**config.mk**
```make
export PLATFORM = sky130hd
export DESIGN_NAME = shifter_right_pipe
export DESIGN_NICKNAME = d
export VERILOG_FILES = /design/src/rtl/shifter_pkg.sv /design/src/rtl/shift_right_stage.sv /design/src/rtl/shifter_right_pipe.sv
export SDC_FILE = /design/constraint.sdc
export NUM_CORES = 1
export LEC_CHECK = 0
export BUFFER_PORTS_ARGS = -buffer_cell sky130_fd_sc_hd__buf_4
export CORE_MARGIN = 10
export CORE_UTILIZATION = 35
export DETAILED_ROUTE_END_ITERATION = 10
export HOLD_SLACK_MARGIN = 0.1
export SYNTH_ARGS = -nofsm -noshare
export SYNTH_HDL_FRONTEND = slang
export SYNTH_SLANG_ARGS = --single-unit
export TNS_END_PERCENT = 50
```
**constraint.sdc**
```tcl
create_clock -name clk -period 1.25 [get_ports clk]
set_clock_uncertainty 0.05 [all_clocks]
set_input_delay 0.0625 -clock clk [delete_from_list [all_inputs] [get_ports clk]]
set_output_delay 0.0625 -clock clk [all_outputs]
set_load 0.03 [all_outputs]
```
**src/rtl/shifter_pkg.sv**
```systemverilog
`default_nettype none
// +--------------------------------------------------------------------------+
// | shifter_pkg: op encodings, sizes and stage payload for the right shifter |
// | Revision: 1.0                                                            |
// +--------------------------------------------------------------------------+
package shifter_pkg;

  localparam int WIDTH = 16;
  localparam int CNT_W = 4;

  typedef enum logic [1:0] {
    OP_ROR = 2'b00,
    OP_SRL = 2'b01,
    OP_SRA = 2'b10,
    OP_ROL = 2'b11
  } op_e;

  typedef struct packed {
    logic [WIDTH-1:0] data;
    op_e              op;
    logic [CNT_W-1:0] ecnt;
    logic             sign;
    logic             valid;
  } stage_t;

  // A left rotate by n is a right rotate by (WIDTH - n) mod WIDTH.
  function automatic logic [CNT_W-1:0] eff_cnt(input op_e op, input logic [CNT_W-1:0] cnt);
    return (op == OP_ROL) ? (CNT_W'(0) - cnt) : cnt;
  endfunction

endpackage
`default_nettype wire

```
**src/rtl/shift_right_stage.sv**
```systemverilog
`default_nettype none
// +--------------------------------------------------------------------------+
// | shift_right_stage: one registered conditional right shift by SHAMT       |
// | Revision: 1.0                                                            |
// +--------------------------------------------------------------------------+
module shift_right_stage
  import shifter_pkg::*;
#(
  parameter int SHAMT = 1
) (
  input  logic   clk,
  input  logic   rst_n,
  input  logic   adv,
  input  stage_t in_stage,
  output stage_t out_stage
);

  localparam int BIT = $clog2(SHAMT);

  stage_t nxt;

  always_comb begin
    nxt = in_stage;
    if (in_stage.ecnt[BIT]) begin
      case (in_stage.op)
        OP_SRL:  nxt.data = {{SHAMT{1'b0}}, in_stage.data[WIDTH-1:SHAMT]};
        OP_SRA:  nxt.data = {{SHAMT{in_stage.sign}}, in_stage.data[WIDTH-1:SHAMT]};
        default: nxt.data = {in_stage.data[SHAMT-1:0], in_stage.data[WIDTH-1:SHAMT]};
      endcase
    end
  end

  always_ff @(posedge clk or negedge rst_n) begin
    if (!rst_n) begin
      out_stage <= '0;
    end else if (adv) begin
      out_stage <= nxt;
    end
  end

endmodule
`default_nettype wire

```
**src/rtl/shifter_right_pipe.sv**
```systemverilog
`default_nettype none
// +--------------------------------------------------------------------------+
// | shifter_right_pipe: 4-stage pipelined 16-bit right shift/rotate unit.    |
// | Optional out_zero flag when SHIFT_ZERO_FLAG_EN is defined.               |
// | Revision: 1.0                                                            |
// +--------------------------------------------------------------------------+
module shifter_right_pipe #(
  parameter int WIDTH = 16,
  parameter int CNT_W = 4
) (
  input  logic             clk,
  input  logic             rst_n,
  input  logic             in_valid,
  output logic             in_ready,
  input  logic [WIDTH-1:0] in_data,
  input  logic [CNT_W-1:0] in_cnt,
  input  logic [1:0]       in_op,
  output logic             out_valid,
  input  logic             out_ready,
  output logic [WIDTH-1:0] out_data
`ifdef SHIFT_ZERO_FLAG_EN
  ,
  output logic             out_zero
`endif
);
  import shifter_pkg::*;

  logic         adv;
  stage_t       head;
  stage_t [4:0] st;

  assign adv      = ~out_valid | out_ready;
  assign in_ready = adv;

  // Stage 1 loads every advancing cycle; a missing transfer becomes a bubble.
  always_comb begin
    head       = '0;
    head.data  = in_data;
    head.op    = op_e'(in_op);
    head.ecnt  = eff_cnt(op_e'(in_op), in_cnt);
    head.sign  = in_data[WIDTH-1];
    head.valid = in_valid & adv;
  end

  assign st[0] = head;

  for (genvar k = 0; k < 4; k++) begin : g_stage
    shift_right_stage #(
      .SHAMT(1 << k)
    ) u_stage (
      .clk      (clk),
      .rst_n    (rst_n),
      .adv      (adv),
      .in_stage (st[k]),
      .out_stage(st[k+1])
    );
  end

  assign out_valid = st[4].valid;
  assign out_data  = st[4].data;

  logic unused_tail;
  assign unused_tail = ^{st[4].op, st[4].ecnt, st[4].sign};

`ifdef SHIFT_ZERO_FLAG_EN
  // Predicts whether the final shift-by-8 stage will produce zero.
  logic zero_next;

  always_comb begin
    zero_next = (st[3].data == '0);
    if (st[3].ecnt[3]) begin
      case (st[3].op)
        OP_SRL:  zero_next = (st[3].data[WIDTH-1:8] == '0);
        OP_SRA:  zero_next = (st[3].data[WIDTH-1:8] == '0) && !st[3].sign;
        default: zero_next = (st[3].data == '0);
      endcase
    end
  end

  always_ff @(posedge clk or negedge rst_n) begin
    if (!rst_n) begin
      out_zero <= 1'b0;
    end else if (adv) begin
      out_zero <= st[3].valid & zero_next;
    end
  end
`endif

endmodule
`default_nettype wire

```
==> flow_summary.toml <==
[sta]
relSlewSlack = 0.803
hold_viol = 0
max_freq_mhz = 735
rsz0062_at_grt = "true"
setup_violations = 44
slew_violations = 0
setup_slack_ns = -0.111
period_share = 1.09
tightest_slew_ns = 0.287
whs_ns = 0.143
post-route-min-period_ns = 1.36

[drt]
drtPass1Iterations = 4
ant_nets = 0
wire_per_inst_um = 15.2
first_iter_violations = 141
drc_errors = 0
viasPerCell = 4.92
num_vias = 3126
finalWirelength_um = 9680

[pwr]
switchingPower_mw = 5.51
p_clk_frac = 0.147
p_leak_nw = 2.82
irDropWorstVdd_v = 0.00136
seqPwrFrac = 0.364
power_density_nw_per_um2 = 2370
p_comb_frac = 0.489
swShare = 0.397
internal-power_mw = 8.35
finalPower_mw = 13.9

[worst_setup_path]
cpPeakStageDelay_ns = 0.39
crit_family = "simple AND/OR/NAND/NOR gates"
critPathBufInv = 0
crit_type = "flop to flop"
start_kind = "flop"
end_kind = "flop"
r2r_cells = 4
reg2reg_slack_ns = -0.11
cp.arrival_ns = 1.58
cp.depth = 4
critPathSlowestCell = "dfrtp_1"
required_ns = 1.47
crit_fanout = 4
path_cells = "ha_1 > nand3b_1 > and3_1 > o21ai_1"

[hold_path]
hold_depth = 5
hp-class = "primary input to flop"

[yosys]
yosysMostFrequentCell = "nand2_1"
synth-main-ff-cell = "dfrtp_1"
synth_top_cells_by_area = "dfrtp_1, mux2i_1, nand2_1"
syn_area_um2 = 3930
synth_top_area_frac = 0.529
synth_edf_count = 0
synth-seq-area-share = 0.529
synth_cell_types = 27
synth_largest_area_cell = "dfrtp_1"
syn_inst = 396
yosys_warnings = 0
ys_ff_latch = 83
syn_area_per_cell_um2 = 9.91
syn_nets = 428
ys_top_cells_by_count = "nand2_1, dfrtp_1, o21ai_0"
synthArstFlopShare = 1.00

[run_status]
outcome = "complete, but fails checks"
violations = "negative setup slack"

[cells_and_area]
final_cell_count_no_fill = 636
largest_reg_flops = 83
antenna_cells = 0
reg_top3 = "g_stage.u_stage.out_stage (83)"
final_nets = 525
syn_to_final_growth_pct = 49.2
multi_input_area_um2 = 2040
finish.utilization = 0.538
n_fill_cell = 946
drive_above_1_share = 0.407
regMostFlops = "g_stage.u_stage.out_stage"
seqCellArea_um2 = 2080

[clock_tree]
cts_sinks = 83
cts_root_buf = "clkbuf_8"
cts_tree = "built"
cts_buffers = 9
cts.path.max_buffers = 2
cts-htree-levels = 3
clkTransAtPathRegs_ns = 0.07
insertion_delay_ns = 0.35

[placement]
port_buffers = 43
place_congestion = 0.769
post-dp-hpwl_um = 5980
dp.cells = 574

[global_routing]
antenna_found_initial = 0
grt_max_degree = 35
grt_overflow = 0
grt_pass1_vias = 2959
grtUsageTotal = 0.105
grt_pass1_wl_um = 14200

[floorplan]
ios = 44
start_util = 0.360
fp.coreArea_um2 = 10900
die_area_um2 = 15800
row_count = 38
die_h_um = 126
die_w_um = 126

[flow_run]
cap_violations = 0
-- worst paths after layout --
| check | from | endpoint |
|---|---|---|
| hold reg to reg | g_stage[2].u_stage.out_stage[0] | g_stage[2].u_stage.out_stage[0] |
| min in group asynchronous | rst_n | g_stage[0].u_stage.out_stage[0] |
| setup / recovery | g_stage[1].u_stage.out_stage[7] | g_stage[2].u_stage.out_stage[21] |
| setup reg to reg | g_stage[1].u_stage.out_stage[7] | g_stage[2].u_stage.out_stage[21] |
| hold / removal | out_ready | g_stage[3].u_stage.out_stage[0] |
| max in group asynchronous | rst_n | g_stage[2].u_stage.out_stage[18] |
-- what timing repair did --
action | CTS | global route
hold buffers | 25 | 0
setup buffers | 3 | 3
gates resized for setup | 24 | 139
setup endpoints to repair | 15 | 99
cloned | 0 | 18
pin swaps | 2 | 56
hold endpoints to repair | 106 | 0
-- final cells by class --
class,instances,area share
multi-input combinational,278,0.348
clock buffer,10,0.0218
sequential,83,0.355
inverter,7,0.00491
tap,140,0.0299
clock inverter,4,0.0130
timing repair buffer,114,0.227
-- through the flow --
stage                     TNS [ns]  instance area [um^2]  worst slack (ns)
after global routing         -4.11                  5860            -0.206
after detailed placement    -0.615                  4530            -0.104
after global placement      -0.138                  4530           -0.0544
after floorplan             -0.716                  3950           -0.0604
final                        -1.12                  5860            -0.111
after CTS                   -0.668                  5020           -0.0756
-- logic make-up (layout without fill, tap and decap cells) --
kind of cell,after synthesis,after routing,synth area share
and+or+nand+nor,124,124,0.129
DFF,83,83,0.529
adders and majority gates,6,6,0.0191
AOI/OAI and AO/OA,96,96,0.132
muxes,50,50,0.128
xor gates and xnor gates,2,2,0.00446
buffers and inverters,35,135,0.0586
-- layout by cell type (no fill, tap or decap), types with 4 or more instances in the layout --
| cell | n |
|---|---|
| o21ai_1 | 37 |
| nand2_1 | 56 |
| buf_6 | 10 |
| o21ai_2 | 29 |
| dfrtp_1 | 82 |
| nand2_2 | 25 |
| o21ai_0 | 16 |
| clkbuf_8 | 9 |
| buf_4 | 54 |
| and3_1 | 5 |
| mux2i_1 | 50 |
| ha_1 | 4 |
| nand2_4 | 29 |
| inv_1 | 5 |
| clkbuf_16 | 13 |
| buf_12 | 9 |
| dlygate4sd3_1 | 25 |
| a21oi_2 | 8 |
-- worst register-to-register path: stages, from the launching register on --
cell and delay (ns):
dfrtp_1 0.39, ha_1 0.31, nand3b_1 0.22, and3_1 0.20, o21ai_1 0.12
-- per-layer routing --
| metal | GRT usage | share of wire | vias up |
|---|---|---|---|
| met2 | 0.159 | 0.49 | 73 |
| met5 | 0 | 0 | - |
| met3 | 0.0357 | 0.051 | 15 |
| met4 | 0.0348 | 0.013 | 0 |
| met1 | 0.135 | 0.45 | 1508 |
| li1 | - | - | 1530 |
-- power by group through the flow --
stage | Sequential [mW] | Combinational [mW] | Clock (mW)
after floorplan | 5.07 | 3.01 | 0
after global placement | 4.77 | 4.82 | 0
after detailed placement | 4.84 | 4.94 | 0
after CTS | 4.78 | 5.15 | 2.09
after global routing | 5.21 | 7.36 | 2.22
final | 5.05 | 6.78 | 2.03
Power figures use the tool's default switching activity.
